**src/rtl/if_stage_if.sv**
```systemverilog
// Bundle of the instruction-memory request/ack port and the fetch-to-decode
// valid/ready port of the CPU54 fetch stage.
interface if_stage_if;
    // Instruction memory: a word is returned for im_addr in any cycle where
    // im_req and im_ack are both high; im_ack is meaningless while im_req=0.
    logic        im_req;
    logic [31:0] im_addr;
    logic        im_ack;
    logic [31:0] im_rdata;

    // Decode handoff: the held instruction transfers on a cycle where
    // ir_valid and id_ready are both high; while ir_valid=1 and id_ready=0
    // ir_out/ir_pc/ir_pc4 stay stable, and ir_valid never drops on its own
    // except through a redirect flush or reset.
    logic [31:0] ir_out;
    logic [31:0] ir_pc;
    logic [31:0] ir_pc4;
    logic        ir_valid;
    logic        id_ready;

    modport master (
        output im_req, im_addr, ir_out, ir_pc, ir_pc4, ir_valid,
        input  im_ack, im_rdata, id_ready
    );

    modport slave (
        input  im_req, im_addr, ir_out, ir_pc, ir_pc4, ir_valid,
        output im_ack, im_rdata, id_ready
    );
endinterface

```
**src/rtl/if_stage.sv**
```systemverilog
// Instruction fetch stage: owns the PC, fetches one word per ack, holds it in
// the instruction register for decode, and flushes on branch/jump redirects.
module if_stage #(
    parameter logic [31:0] RESET_PC = 32'h0040_0000
) (
    input  logic        clk,
    input  logic        rstn,
    if_stage_if.master  bus,
    input  logic        redirect,
    input  logic [31:0] redirect_pc,
    output logic        addr_err,
    output logic        dbg_state
);

    typedef enum logic {
        FETCH = 1'b0,
        VALID = 1'b1
    } state_t;

    state_t      state;
    state_t      state_next;
    logic [31:0] pc;
    logic [31:0] pc_next;
    logic [31:0] pc_plus4;
    logic        capture;
    logic        err_next;
    logic [31:0] ir_out;
    logic [31:0] ir_pc;
    logic [31:0] ir_pc4;
    logic        im_req;

    assign pc_plus4 = pc + 32'd4;

    // A new fetch may go out whenever the IR is empty or is being drained
    // this very cycle, which is what gives one instruction per cycle.
    assign im_req = (state == FETCH) || ((state == VALID) && bus.id_ready);

    always_comb begin
        state_next = state;
        pc_next    = pc;
        capture    = 1'b0;
        err_next   = addr_err;
        if (redirect) begin
            // A redirect wins outright: same-cycle ack data is dropped.
            pc_next    = {redirect_pc[31:2], 2'b00};
            state_next = FETCH;
            if (redirect_pc[1:0] != 2'b00) begin
                err_next = 1'b1;
            end
        end else if (im_req && bus.im_ack) begin
            capture    = 1'b1;
            pc_next    = pc_plus4;
            state_next = VALID;
        end else if ((state == VALID) && bus.id_ready) begin
            state_next = FETCH;
        end
    end

    always_ff @(posedge clk or negedge rstn) begin
        if (!rstn) begin
            state    <= FETCH;
            pc       <= RESET_PC;
            ir_out   <= 32'd0;
            ir_pc    <= 32'd0;
            ir_pc4   <= 32'd0;
            addr_err <= 1'b0;
        end else begin
            state    <= state_next;
            pc       <= pc_next;
            addr_err <= err_next;
            if (capture) begin
                ir_out <= bus.im_rdata;
                ir_pc  <= pc;
                ir_pc4 <= pc_plus4;
            end
        end
    end

    assign bus.im_req   = im_req;
    assign bus.im_addr  = pc;
    assign bus.ir_out   = ir_out;
    assign bus.ir_pc    = ir_pc;
    assign bus.ir_pc4   = ir_pc4;
    assign bus.ir_valid = (state == VALID);
    assign dbg_state    = state;

endmodule

```
**src/flat_wrapper.sv**
```systemverilog
// flat-port wrapper written by rule: the top's interface ports become plain ports
module if_stage_flat 
#(
    parameter logic [31:0] RESET_PC = 32'h0040_0000
)
  (clk, rstn, redirect, redirect_pc, addr_err, dbg_state, bus_im_req, bus_im_addr, bus_ir_out, bus_ir_pc, bus_ir_pc4, bus_ir_valid, bus_im_ack, bus_im_rdata, bus_id_ready);
  if_stage_if bus_i ();
  input  logic clk;
  input  logic rstn;
  input  logic redirect;
  input  logic [31:0] redirect_pc;
  output logic addr_err;
  output logic dbg_state;
  output wire logic [$bits(bus_i.im_req)-1:0] bus_im_req;
  output wire logic [$bits(bus_i.im_addr)-1:0] bus_im_addr;
  output wire logic [$bits(bus_i.ir_out)-1:0] bus_ir_out;
  output wire logic [$bits(bus_i.ir_pc)-1:0] bus_ir_pc;
  output wire logic [$bits(bus_i.ir_pc4)-1:0] bus_ir_pc4;
  output wire logic [$bits(bus_i.ir_valid)-1:0] bus_ir_valid;
  input wire logic [$bits(bus_i.im_ack)-1:0] bus_im_ack;
  input wire logic [$bits(bus_i.im_rdata)-1:0] bus_im_rdata;
  input wire logic [$bits(bus_i.id_ready)-1:0] bus_id_ready;
  assign bus_im_req = bus_i.im_req;
  assign bus_im_addr = bus_i.im_addr;
  assign bus_ir_out = bus_i.ir_out;
  assign bus_ir_pc = bus_i.ir_pc;
  assign bus_ir_pc4 = bus_i.ir_pc4;
  assign bus_ir_valid = bus_i.ir_valid;
  assign bus_i.im_ack = bus_im_ack;
  assign bus_i.im_rdata = bus_im_rdata;
  assign bus_i.id_ready = bus_id_ready;
  if_stage #(.RESET_PC(RESET_PC)) u_core (.clk(clk), .rstn(rstn), .bus(bus_i), .redirect(redirect), .redirect_pc(redirect_pc), .addr_err(addr_err), .dbg_state(dbg_state));
endmodule
```
**config.mk**
```make
export PLATFORM = sky130hd
export DESIGN_NAME = if_stage_flat
export DESIGN_NICKNAME = d
export VERILOG_FILES = /design/src/rtl/if_stage_if.sv /design/src/rtl/if_stage.sv /design/src/flat_wrapper.sv
export SDC_FILE = /design/constraint.sdc
export NUM_CORES = 1
export LEC_CHECK = 0
export ABC_CLOCK_PERIOD_IN_PS = 3000
export BUFFER_PORTS_ARGS = -buffer_cell sky130_fd_sc_hd__buf_4
export CAP_MARGIN = 20
export CELL_PAD_IN_SITES_DETAIL_PLACEMENT = 1
export CELL_PAD_IN_SITES_GLOBAL_PLACEMENT = 2
export CORE_MARGIN = 1.5
export CORE_UTILIZATION = 29
export DETAILED_ROUTE_END_ITERATION = 8
export PLACE_DENSITY_LB_ADDON = 0.1
export SKIP_LAST_GASP = 1
export SLEW_MARGIN = 20
export SYNTH_ARGS = -nofsm -noshare
export SYNTH_HDL_FRONTEND = slang
export SYNTH_SLANG_ARGS = --single-unit
```
**constraint.sdc**
```tcl
create_clock -name clk -period 3 [get_ports clk]
set_input_delay 0.3 -clock clk [delete_from_list [all_inputs] [get_ports clk]]
set_output_delay 0.3 -clock clk [all_outputs]
set_load 0.01 [all_outputs]
```
# == Word level (Yosys, flattened, before mapping) ==
# Cells that the tools add are included.
# word_totals
reg_bits,130
latchBits,0
mem_bits_rw,0
mem_bits_ro,0
input_bits,69
out_inout_bits,132
wordCells,22
memories,0
# classes
n_addsub,1
multipliers,0
div_mod_pow,0
n_lt_le_gt_ge,0
n_eq_ne,0
shift,0
n_mux,7
bitwise,1
n_reduce_logical,7
# op_table
cell,count
2-to-1 mux 32 bit,2
"adder 32 x 3 -> 32 bit, second input constant",1
2-to-1 mux 1 bit,5
nonzero test 2 bit,2
nonzero test 3 bit,1
logical AND 1 bit,2
AND reduction 2 bit,1
logical OR 1 bit,1
inverter 1 bit,1

# == Depth between registers and ports, before layout ==
# Gate-level depths: netlist (run 1).
# depth
depth_word,5
ltp_mapped,8

# == Least setup slack after synthesis (run 1) ==
# No wires, ideal clock.
# synth_timing
kind,reg2reg
startpoint,"register u_core.pc[2], in the netlist u_core.bus.im_addr[2]"
endpoint,"register u_core.pc[26], in the netlist u_core.bus.im_addr[26]"
setup_ps,125
arrival_ps,2076
t_required_ps,2875
setup_slack_ps,799
stages_incl_launch_ff,8
period_less_slack_ps,2201
path_cell_list,dfrtp_1 ha_1 nand4_2 or4b_1 buf_6 nor4_4 xor2_1 mux2_2
# synth_via
elab_chain_cells,3
# synth_rtl
element,line_no,source
from (decl),if_stage.sv:22,logic [31:0] pc;
from (signal assigned),if_stage.sv:69,pc <= pc_next;
adder 32 x 3 -> 32 bit,if_stage.sv:32,assign pc_plus4 = pc + 32'd4;
2-to-1 mux 32 bit,if_stage.sv:50,end else if (im_req && bus.im_ack) begin
2-to-1 mux 32 bit,if_stage.sv:43,if (redirect) begin
# No other way between the ends. The select of a mux whose other input is x is not followed.
# A chain may end at the register's enable or synchronous reset.

# == Worst setup path in the final report (run 1) ==
# Same ends and word-level chain as after synthesis.

==> out/summary.log, run 1 <==
INFO  timing         maxClockFrequency=0.3862GHz
INFO  grt            vias_in_the_first_global_route=5403
INFO  power          power.clock.fraction=0.413
INFO  grt            grt_start_max_net_pins=65
INFO  layout         antenna_diode_count=0
INFO  synth          post_synth_num_cell_types=41
INFO  floorplanning  floorplan.initialDensity=0.2986
INFO  layout         share_of_post_route_cells_with_drive_strength_above_1=0.3237
INFO  power          report.power.total=5.347mW
INFO  layout         multi_input_comb_area=2471um2
INFO  layout         mostFrequentLayoutCells=sky130_fd_sc_hd__nand2_1 (261), sky130_fd_sc_hd__buf_4 (205), sky130_fd_sc_hd__dfrtp_1 (123), sky130_fd_sc_hd__o21ai_0 (49), sky130_fd_sc_hd__xnor2_1 (31)
INFO  clock_tree     cts-htree-levels=4
INFO  clock_tree     post-cts-setup-buffers=0
INFO  place          numPlacedInstances=1066
INFO  timing         worstMarginPinSlew=0.6942ns
INFO  floorplanning  fp.coreArea=19720um2
INFO  timing         final_hold_viol_count=0
INFO  setup_path     worstPathCellList=ha_1, nand4_2, or4b_1, nor4_4, xor2_1, mux2_2
INFO  timing         final_count_of_pins_violating_max_slew=0
INFO  power          internal-power=3.825mW
INFO  layout         layout.area.seq=3104um2
INFO  power          sw_frac_of_total=0.2846
INFO  layout         nFillCells=2281
INFO  clock_tree     longest_clk_path_bufs=2
INFO  setup_path     cpPeakStageDelay=0.85ns
INFO  synth          synth_edf_count=0
INFO  detailed_routing detail_route.vias_per_cell=4.584
INFO  synth          ys_seq_elements=124
INFO  detailed_routing post_route_drc_violation_count=0
INFO  layout         stdcell_area=8117um2
INFO  setup_path     crit_type=register to register
INFO  grt            grt_antenna_before_repair=0
INFO  clock_tree     post_cts_hold_buffer_count=1
INFO  clock_tree     clock_tree.root_cell=sky130_fd_sc_hd__clkbuf_16
INFO  detailed_routing detailroute.via_count=5038
INFO  detailed_routing firstDrtPassIters=4
INFO  synth          synth_seq_area_share=0.5272
INFO  timing         layout_worst_path_cycle_share=0.8632
INFO  clock_tree     tritoncts_num_sinks=124
INFO  job            max_cap_viol_count=0
INFO  layout         post_layout_nonfiller_instances=1099
INFO  layout         layout_commonest_cell=sky130_fd_sc_hd__nand2_1
INFO  worst_hold_path holdCritPathClass=primary input to register
INFO  grt            grt_util_all_layers=0.1817
INFO  power          combinationalPowerShare=0.189
INFO  setup_path     worstSetupEndpointType=register
INFO  setup_path     worst-endpoint-arrival=2.88ns
INFO  setup_path     worstPathMaxFanout=10
INFO  power          power.static_leakage=3.917nW
INFO  layout         nets=891
INFO  floorplanning  rows=51
INFO  power          max_rail_drop_vdd=0.3635mV
INFO  power          cellPowerDensity=658.8nW/um2
INFO  detailed_routing drt_iter0_markers=183
INFO  floorplanning  die_h=145.5um
INFO  detailed_routing antenna_violating_nets_post_route=0
INFO  synth          avgSynthCellArea=9.172um2
INFO  place          port_buffers=194
INFO  grt            congestion_overflow_gr=0
INFO  floorplanning  die-width=145.5um
INFO  setup_path     worst_ep_required_time=3.30ns
INFO  synth          yosysWarningCount=0
INFO  layout         area_growth_syn_to_layout=37.85%
INFO  floorplanning  io_pins=201
INFO  grt            grt_pass1_wl=30.19mm
INFO  timing         slew-limit-headroom=0.5347
INFO  clock_tree     worst_setup_hold_path_clk_slew=0.06ns
INFO  floorplanning  die_area=21170um2
INFO  clock_tree     cts_made_buffers=17
INFO  timing         timing.final.setup_violations=0
INFO  timing         post-route-min-period=2.589ns
INFO  setup_path     r2r.worst_path.cells=6
INFO  place          global_placer_s_final_weighted_congestion=0.7972
INFO  synth          synthFlopType=sky130_fd_sc_hd__dfrtp_1
INFO  clock_tree     clk-insertion-delay-late=0.42ns
INFO  synth          postSynthCellCount=642
INFO  place          hpwlAfterDp=13.71mm
INFO  clock_tree     tritoncts=built
INFO  setup_path     setup.worst_path.start_class=register
INFO  detailed_routing wl_per_cell=17.13um
INFO  place          postPlaceCellArea=7472um2
INFO  power          netSwitchingPower=1.522mW
INFO  worst_hold_path whs_path_depth=3
INFO  outcome        outcome=finished, final reports clean
INFO  synth          synthesis.area=5888um2
INFO  timing         setup_repair_after_global_routing_missed_its_margin=false
INFO  timing         finalClockSkew=0.005918ns
INFO  synth          synthArstFlopShare=1.000
INFO  power          seq_pwr_share=0.399
INFO  timing         fin_setup_tns=0ns
INFO  detailed_routing drt_wl_total=18.83mm
INFO  clock_tree     postCtsResizedCells=0
INFO  setup_path     critPathSlowestCell=sky130_fd_sc_hd__or4b_1
-- worst paths after layout --
path	startpoint	end	slack, ns
setup reg to reg	u_core.bus.im_addr[2]	u_core.bus.im_addr[26]	0.41
hold reg to reg	u_core.bus.ir_out[4]	u_core.bus.ir_out[4]	0.47
hold / removal	bus_im_rdata[15]	u_core.bus.ir_out[15]	0.07
max in group asynchronous	rstn	u_core.bus.ir_pc[28]	1.64
setup / recovery	u_core.bus.im_addr[2]	u_core.bus.im_addr[26]	0.41
min in group asynchronous	rstn	u_core.bus.ir_pc4[21]	0.44
-- layer usage --
metal,track usage,routed length (um),vias to the layer above
li1,-,-,2405
met1,0.2381,8591,2479
met2,0.2876,8775,132
met3,0.05235,1158,22
met4,0.06122,300,0
met5,0,0,-
-- logic make-up after synthesis --
group,synth area share
buffers and inverters,0.05886
and+or+nand+nor,0.2675
muxes,0.007437
AOI/OAI and AO/OA,0.05291
other,0.0006369
xor gates and xnor gates,0.08330
adders and majority gates,0.002125
DFF,0.5272
-- synthesized netlist by cell type, drive strengths merged (3+ instances only) --
cell | count | area (um2)
clkbuf | 30 | 152.6
nor3 | 16 | 135.1
xnor2 | 31 | 271.5
nand3 | 16 | 90.09
nand2 | 261 | 979.7
and3 | 4 | 26.28
nand2b | 4 | 32.53
nand4 | 7 | 50.05
and4 | 5 | 43.79
mux2 | 3 | 33.78
inv | 4 | 15.01
xor2 | 25 | 219.0
dfrtp | 123 | 3078
nor2 | 9 | 33.78
buf | 21 | 167.6
o21ai | 60 | 300.3
nor4 | 10 | 132.6
-- sequential cells by signal, summed over array words and instances (netlist names) --
register	flops
u_core.bus.ir_valid	1
u_core.bus.ir_pc4	30
u_core.addr_err	1
u_core.bus.ir_pc	30
u_core.bus.im_addr	30
u_core.bus.ir_out	32
-- final cells by class --
cell class | instances | area share
multi-input cells | 467 | 0.3045
repair buffers | 207 | 0.1922
flip-flops and latches | 124 | 0.3825
clock buffers | 18 | 0.05411
well taps | 265 | 0.04085
clock inverters | 14 | 0.02405
inverters | 4 | 0.001850
-- power groups by stage --
stage               sequential, mW  combinational [mW]  clock [mW]
finish                        2.13                1.01        2.21
global route                  2.17                1.11        2.33
CTS                           2.14                1.04        2.27
floorplan                     2.20               0.359           0
detailed placement            2.16                1.03           0
global placement              2.15                1.01           0
-- worst max-delay path, delay by kind of cell, from the launching register on --
kind / cells / cell delay, ns
mux: 1 / 0.27
xor+xnor: 1 / 0.10
fa+ha+maj: 1 / 0.29
simple gates: 3 / 1.36
flops: 1 / 0.46
-- metrics by stage --
| stage | utilization | hold slack (ns) | setup WS, ns |
|---|---|---|---|
| floorplan | - | 0.004409 | 0.7990 |
| global route | 0.4116 | 0.06353 | 0.2518 |
| detailed placement | 0.3790 | 0.3463 | 0.4044 |
| finish | 0.4116 | 0.07173 | 0.4105 |
| CTS | 0.4116 | 0.05625 | 0.3894 |
| global placement | 0.3790 | 0.3325 | 0.4758 |
(Power assumes the default switching activity.)
==> run 2: changes to the inputs <==
ABC_CLOCK_PERIOD_IN_PS = 2250   (was 3000)
CORE_UTILIZATION = 26   (was 29)
clock period = 2.25 ns   (was 3 ns; I/O delays follow)
==> run 2 against run 1 <==
Power is 28% higher. Utilization is 1.9 points lower. Clock skew is 0.0048 ns higher. Critical path depth is 1 higher. Via count is 2.3% higher. Hold slack worse by 0.054 ns. Sequential cell count stayed put. Global-route usage is 0.93 points lower. Sequential power is 30% higher. Design area is 6.6% higher. Sequential share of layout area is 2.4 points lower. Largest power group is now sequential cells. Highest routed layer unchanged.
==> out/summary.log, run 2 (synthesis results as in run 1) <==
INFO  layout         nets=952 [+6.8%]
INFO  floorplanning  rows=54 [+5.9%]
INFO  setup_path     worst_ep_required_time=2.55ns [-0.75 ns]
INFO  place          global_placer_s_final_weighted_congestion=0.7482 [-6.1%]
INFO  detailed_routing firstDrtPassIters=4 [unchanged]
INFO  setup_path     r2r-start=u_core.bus.im_addr[3]
INFO  grt            grt_start_max_net_pins=58 [-11%]
INFO  detailed_routing post_route_drc_violation_count=0 [unchanged]
INFO  clock_tree     tritoncts_num_sinks=124 [unchanged]
INFO  grt            grt_antenna_before_repair=0 [unchanged]
INFO  timing         final_count_of_pins_violating_max_slew=0 [unchanged]
INFO  timing         final_hold_viol_count=0 [unchanged]
INFO  timing         finalClockSkew=0.01072ns [+0.004803 ns]
INFO  power          max_rail_drop_vdd=0.4143mV [+14%]
INFO  floorplanning  floorplan.initialDensity=0.2673 [-0.03130]
INFO  timing         slew-limit-headroom=0.6205 [+0.08579]
INFO  setup_path     worst-endpoint-arrival=2.44ns [-0.44 ns]
INFO  grt            congestion_overflow_gr=0 [unchanged]
INFO  layout         nFillCells=2579 [+13%]
INFO  power          cellPowerDensity=794.0nW/um2 [+21%]
INFO  timing         maxClockFrequency=0.4672GHz [+21%]
INFO  grt            grt_pass1_wl=31.74mm [+5.1%]
INFO  place          port_buffers=194 [unchanged]
INFO  setup_path     worstPathMaxFanout=10 [unchanged]
INFO  layout         area_growth_syn_to_layout=46.90%
INFO  setup_path     reg2reg_to=u_core.bus.im_addr[26]
INFO  power          power.static_leakage=4.163nW [+6.3%]
INFO  floorplanning  die_h=153.5um [+5.5%]
INFO  grt            vias_in_the_first_global_route=5684 [+5.2%]
INFO  timing         fin_setup_tns=0ns [unchanged]
INFO  worst_hold_path holdCritPathClass=primary input to register
INFO  clock_tree     cts-htree-levels=4 [unchanged]
INFO  floorplanning  die_area=23560um2 [+11%]
INFO  clock_tree     worst_setup_hold_path_clk_slew=0.06ns [about the same]
INFO  detailed_routing detail_route.vias_per_cell=4.386 [-4.3%]
INFO  worst_hold_path hold_start=bus_im_rdata[5]
INFO  layout         multi_input_comb_area=2474um2 [+0.10%]
INFO  place          hpwlAfterDp=14.17mm [+3.3%]
INFO  clock_tree     longest_clk_path_bufs=2 [unchanged]
INFO  setup_path     cp-endpoint=u_core.bus.im_addr[26]
INFO  clock_tree     clock_tree.root_cell=sky130_fd_sc_hd__clkbuf_16
INFO  timing         worst_setup_slack_after_layout=0.1097ns [-0.3009 ns]
INFO  layout         mostFrequentLayoutCells=sky130_fd_sc_hd__nand2_1 (261), sky130_fd_sc_hd__buf_4 (230), sky130_fd_sc_hd__dfrtp_1 (123), sky130_fd_sc_hd__o21ai_0 (49), sky130_fd_sc_hd__dlygate4sd3_1 (33)
INFO  layout         antenna_diode_count=0 [unchanged]
INFO  setup_path     critPathLaunch=u_core.bus.im_addr[3]
INFO  floorplanning  fp.coreArea=22030um2 [+12%]
INFO  layout         top_register=u_core.bus.ir_out
INFO  place          post_place_worst_slack=0.06548ns [-0.3389 ns]
INFO  outcome        outcome=finished, final reports clean
INFO  timing         setup_repair_after_global_routing_missed_its_margin=false
INFO  floorplanning  die-width=153.5um [+5.5%]
INFO  grt            grt_util_all_layers=0.1724 [-0.009320]
INFO  setup_path     timing.reg2reg.setup_slack=0.11ns [-0.30 ns]
INFO  job            max_cap_viol_count=0 [unchanged]
INFO  clock_tree     tritoncts=built
INFO  setup_path     worstSetupEndpointType=register
INFO  clock_tree     cts_made_buffers=17 [unchanged]
INFO  detailed_routing drt_iter0_markers=128 [-30%]
INFO  layout         share_of_post_route_cells_with_drive_strength_above_1=0.3352 [+0.01145]
INFO  detailed_routing detailroute.via_count=5153 [+2.3%]
INFO  layout         number_of_flip_flops_under_the_largest_register_name=32 [unchanged]
INFO  detailed_routing drt_wl_total=19.69mm [+4.6%]
INFO  clock_tree     post-cts-setup-buffers=0 [unchanged]
INFO  setup_path     setup.worst_path.start_class=register
INFO  timing         timing.final.setup_violations=0 [unchanged]
INFO  timing         worstMarginPinSlew=0.5693ns [-0.1249 ns]
INFO  power          report.power.total=6.868mW [+28%]
INFO  setup_path     crit_type=register to register
INFO  layout         layout.area.seq=3104um2 [unchanged]
INFO  floorplanning  io_pins=201 [unchanged]
INFO  setup_path     r2r.worst_path.cells=7 [+1]
INFO  timing         final.hold.worst_slack=0.01770ns [-0.05403 ns]
INFO  layout         layout_commonest_cell=sky130_fd_sc_hd__nand2_1
INFO  timing         layout_worst_path_cycle_share=0.9513 [+0.08810]
INFO  timing         post-route-min-period=2.140ns [-0.4491 ns]
INFO  clock_tree     clk-insertion-delay-late=0.42ns [about the same]
INFO  detailed_routing antenna_violating_nets_post_route=0 [unchanged]
INFO  detailed_routing wl_per_cell=16.76um [-2.2%]
## run 2: layout make-up
cell class	instances	share of cell area
Clock buffer	20	0.05396
Clock inverter	12	0.01056
Inverter	4	0.001736
Multi-Input combinational cell	467	0.2860
Sequential cell	124	0.3589
Tap cell	280	0.04050
Timing Repair Buffer	268	0.2484
## run 2: worst max-delay path, stage by stage (launching register included)
cell and delay (ns):
sky130_fd_sc_hd__dfrtp_1 0.36, sky130_fd_sc_hd__ha_2 0.24, sky130_fd_sc_hd__nand4_2 0.13, sky130_fd_sc_hd__or4b_1 0.57, sky130_fd_sc_hd__buf_12 0.18, sky130_fd_sc_hd__nor4_4 0.16, sky130_fd_sc_hd__xor2_1 0.10, sky130_fd_sc_hd__mux2_2 0.27
## run 2: timing repair
item                                   CTS  global route
hold buffers                            33             0
resized for setup                        0             1
setup endpoints to repair                0             2
endpoints found under the hold margin   86             0
## run 2: power by group
part	switching, mW	internal [mW]
Sequential	0.208	2.55
Clock	1.07	1.50
Combinational	0.778	0.765
Total	2.05	4.81
## run 2: worst min-delay path by stage
stage / cells past startpoint / slack (ns) / end
after floorplan: 0 / -0.07 / u_core.addr_err
after global placement: 1 / 0.24 / u_core.bus.ir_out[17]
after detailed placement: 1 / 0.24 / u_core.bus.ir_out[17]
after CTS: 3 / 0.004 / u_core.bus.ir_out[16]
after global routing: 3 / 0.009 / u_core.bus.ir_out[16]
final: 3 / 0.02 / u_core.bus.ir_out[5]
## run 2: per-layer routing
metal / track usage / vias to the layer above / wire length [um]
li1: - / 2534 / -
met1: 0.2155 / 2487 / 8776
met2: 0.2956 / 127 / 9772
met3: 0.04651 / 5 / 1017
met4: 0.04161 / 0 / 127
met5: 0 / - / 0
## run 2: through the flow
| stage | utilization | std cells | area, um2 |
|---|---|---|---|
| 3_5_place_dp | 0.3522 | 1110 | 7759 |
| 2_1_floorplan | - | 647 | 5907 |
| 5_1_grt | 0.3927 | 1175 | 8650 |
| 6_report | 0.3927 | 1175 | 8650 |
| 4_1_cts | 0.3926 | 1175 | 8647 |
| 3_3_place_gp | 0.3522 | 1110 | 7759 |
==> run 3: changes to the inputs <==
CAP_MARGIN = 0   (was 20)
CTS_BUF_LIST = sky130_fd_sc_hd__clkbuf_8 sky130_fd_sc_hd__clkbuf_16   (was unset)
SETUP_SLACK_MARGIN = 0.3   (was unset)
==> run 3 against run 2 <==
Largest cell class unchanged. Design area up 2.7%. Critical endpoint is now u_core.bus.im_addr[28]. First-iteration DRC count up 48%. Global-route usage up 0.32 points. Setup slack better by 0.15 ns.
==> out/summary.log, run 3 (synthesis results as in run 1) <==
INFO  power          combinationalPowerShare=0.214 [-0.011]
INFO  floorplanning  io_pins=201 [unchanged]
INFO  floorplanning  fp.coreArea=22030um2 [unchanged]
INFO  setup_path     worstPathMaxFanout=6 [-4]
INFO  grt            congestion_overflow_gr=0 [unchanged]
INFO  detailed_routing detailroute.via_count=5239 [+1.7%]
INFO  power          cellPowerDensity=816.3nW/um2 [+2.8%]
INFO  timing         fin_setup_tns=0ns [unchanged]
INFO  timing         post-route-min-period=1.992ns [-0.1482 ns]
INFO  layout         stdcell_area=8887um2 [+2.7%]
INFO  detailed_routing antenna_violating_nets_post_route=0 [unchanged]
INFO  power          netSwitchingPower=2.078mW [+1.2%]
INFO  layout         layout_commonest_cell=sky130_fd_sc_hd__nand2_1
INFO  floorplanning  die_area=23560um2 [unchanged]
INFO  clock_tree     cts_made_buffers=17 [unchanged]
INFO  clock_tree     longest_clk_path_bufs=2 [unchanged]
INFO  layout         mostFrequentLayoutCells=sky130_fd_sc_hd__nand2_1 (261), sky130_fd_sc_hd__buf_4 (232), sky130_fd_sc_hd__dfrtp_1 (116), sky130_fd_sc_hd__o21ai_0 (45), sky130_fd_sc_hd__dlygate4sd3_1 (32)
INFO  timing         timing.final.setup_violations=0 [unchanged]
INFO  grt            vias_in_the_first_global_route=5688 [+0.070%]
INFO  setup_path     cp-endpoint=u_core.bus.im_addr[28]
INFO  clock_tree     cts-htree-levels=4 [unchanged]
INFO  grt            grt_pass1_wl=32.24mm [+1.6%]
INFO  worst_hold_path holdCritPathClass=primary input to register
INFO  power          seq_pwr_share=0.382 [-0.020]
INFO  setup_path     critPathSlowestCell=sky130_fd_sc_hd__or4b_4
INFO  floorplanning  floorplan.initialDensity=0.2673 [unchanged]
INFO  power          max_rail_drop_vdd=0.4774mV [+15%]
INFO  timing         worstMarginPinSlew=0.5887ns [+0.01936 ns]
INFO  setup_path     setup.worst_path.start_class=register
INFO  layout         top_register=u_core.bus.ir_out
INFO  detailed_routing post_route_drc_violation_count=0 [unchanged]
INFO  setup_path     critPathLaunch=u_core.bus.im_addr[2]
INFO  layout         utilization=0.4035 [+0.01079]
INFO  grt            grt_start_max_net_pins=121 [+110%]
INFO  floorplanning  die-width=153.5um [unchanged]
INFO  timing         layout_worst_path_cycle_share=0.8854 [-0.06587]
INFO  place          postPlaceCellArea=7717um2 [-0.53%]
INFO  place          global_placer_s_final_weighted_congestion=0.7487 [about the same]
INFO  power          sw_frac_of_total=0.2865 [-0.01258]
INFO  grt            grt_util_all_layers=0.1756 [+0.003179]
INFO  timing         finalClockSkew=0.006049ns [-0.004672 ns]
INFO  setup_path     r2r.worst_path.cells=7 [unchanged]
INFO  setup_path     crit_cells=7 [unchanged]
INFO  setup_path     reg2reg_to=u_core.bus.im_addr[28]
INFO  power          internal-power=5.177mW [+7.5%]
INFO  timing         slew-limit-headroom=0.6076 [-0.01290]
INFO  setup_path     r2r-start=u_core.bus.im_addr[2]
INFO  clock_tree     tritoncts_num_sinks=124 [unchanged]
INFO  setup_path     crit_type=register to register
INFO  clock_tree     worst_setup_hold_path_clk_slew=0.06ns [about the same]
INFO  power          power.clock.fraction=0.404 [+0.030]
INFO  clock_tree     clock_tree.root_cell=sky130_fd_sc_hd__clkbuf_16
INFO  detailed_routing firstDrtPassIters=4 [unchanged]
INFO  detailed_routing wl_per_cell=16.97um [+1.3%]
INFO  detailed_routing drt_iter0_markers=189 [+48%]
INFO  outcome        outcome=finished, final reports clean
INFO  setup_path     cpPeakStageDelay=0.54ns [-0.03 ns]
INFO  timing         setup_repair_after_global_routing_missed_its_margin=true
INFO  clock_tree     tritoncts=built
INFO  layout         share_of_post_route_cells_with_drive_strength_above_1=0.3526 [+0.01742]
INFO  floorplanning  rows=54 [unchanged]
INFO  detailed_routing detail_route.vias_per_cell=4.444 [+1.3%]
INFO  clock_tree     clk-insertion-delay-late=0.42ns [about the same]
INFO  job            max_cap_viol_count=0 [unchanged]
INFO  setup_path     timing.reg2reg.setup_slack=0.26ns [+0.15 ns]
INFO  timing         maxClockFrequency=0.5020GHz [+7.4%]
INFO  layout         nets=957 [+0.53%]
INFO  power          power.static_leakage=4.319nW [+3.7%]
INFO  setup_path     critical-path-top-delay-family=simple AND/OR/NAND/NOR gates
INFO  timing         final_hold_viol_count=0 [unchanged]
INFO  layout         area_growth_syn_to_layout=50.93%
INFO  detailed_routing drt_wl_total=20.01mm [+1.6%]
INFO  layout         number_of_flip_flops_under_the_largest_register_name=32 [unchanged]
INFO  setup_path     crit_path_buffers_inverters=1 [unchanged]
INFO  setup_path     worstSetupEndpointType=register
INFO  floorplanning  die_h=153.5um [unchanged]
INFO  setup_path     worst-endpoint-arrival=2.29ns [-0.15 ns]
INFO  grt            grt_antenna_before_repair=0 [unchanged]
INFO  timing         final_count_of_pins_violating_max_slew=0 [unchanged]
INFO  layout         antenna_diode_count=0 [unchanged]
INFO  place          port_buffers=194 [unchanged]
INFO  place          hpwlAfterDp=13.87mm [-2.1%]
INFO  setup_path     worst_ep_required_time=2.55ns [about the same]
INFO  setup_path     worstPathCellList=ha_4, nand4_4, or4b_4, buf_12, nor4_4, xor2_1, mux2_2
## run 3: worst min-delay path, stage by stage
cell and delay, ns:
sky130_fd_sc_hd__buf_4 0.08, sky130_fd_sc_hd__nand2_1 0.04, sky130_fd_sc_hd__o21ai_0 0.06
## run 3: worst min path at each step
| stage | to | from | cells after the start |
|---|---|---|---|
| 2_1_floorplan | u_core.addr_err | rstn | 0 |
| 3_3_place_gp | u_core.bus.ir_out[17] | rstn | 1 |
| 3_5_place_dp | u_core.bus.ir_out[15] | rstn | 1 |
| 4_1_cts | u_core.bus.im_addr[9] | redirect_pc[9] | 3 |
| 5_1_grt | u_core.bus.im_addr[8] | redirect_pc[8] | 3 |
| 6_report | u_core.bus.im_addr[9] | redirect_pc[9] | 3 |
## run 3: layer usage
| metal | GRT usage | up-vias | share of wire |
|---|---|---|---|
| met3 | 0.04425 | 16 | 0.050 |
| met5 | 0 | - | 0 |
| met1 | 0.2292 | 2533 | 0.46 |
| met2 | 0.2894 | 144 | 0.48 |
| li1 | - | 2546 | - |
| met4 | 0.04762 | 0 | 0.011 |
## run 3: power groups by stage
stage,Combinational [mW],Clock (mW),Sequential (mW)
finish,1.55,2.93,2.77
global route,1.71,3.13,2.82
CTS,1.57,3.04,2.78
detailed placement,1.50,0,2.82
global placement,1.48,0,2.81
floorplan,0.483,0,2.94
## run 3: final cells by class
| cell class | instances | area (um2) |
|---|---|---|
| clock buffers | 17 | 425.4 |
| clock inverters | 14 | 195.2 |
| fillers | 2517 | 13140 |
| inverters | 4 | 15.01 |
| multi-input cells | 467 | 2555 |
| flip-flops and latches | 124 | 3113 |
| well taps | 280 | 350.3 |
| repair buffers | 273 | 2233 |
## run 3: per-stage QoR
stage	worst slack, ns	power (mW)	hold slack, ns	instances
after detailed placement	0.1181	4.322	0.1478	1102
final	0.2579	7.255	0.02087	1179
after floorplan	0.1674	3.424	-0.07059	647
after global routing	0.1896	7.657	0.02007	1179
after global placement	0.1406	4.285	0.1389	1102
after CTS	0.2336	7.390	0.002022	1171
## run 3: repair_timing
action                                 CTS  global route
pin swaps                                5             4
setup buffers                            6             7
hold buffers                            32             0
endpoints found under the hold margin   61             0
resized for setup                       15            17
setup endpoints to repair               11            22
gates cloned                             0             1
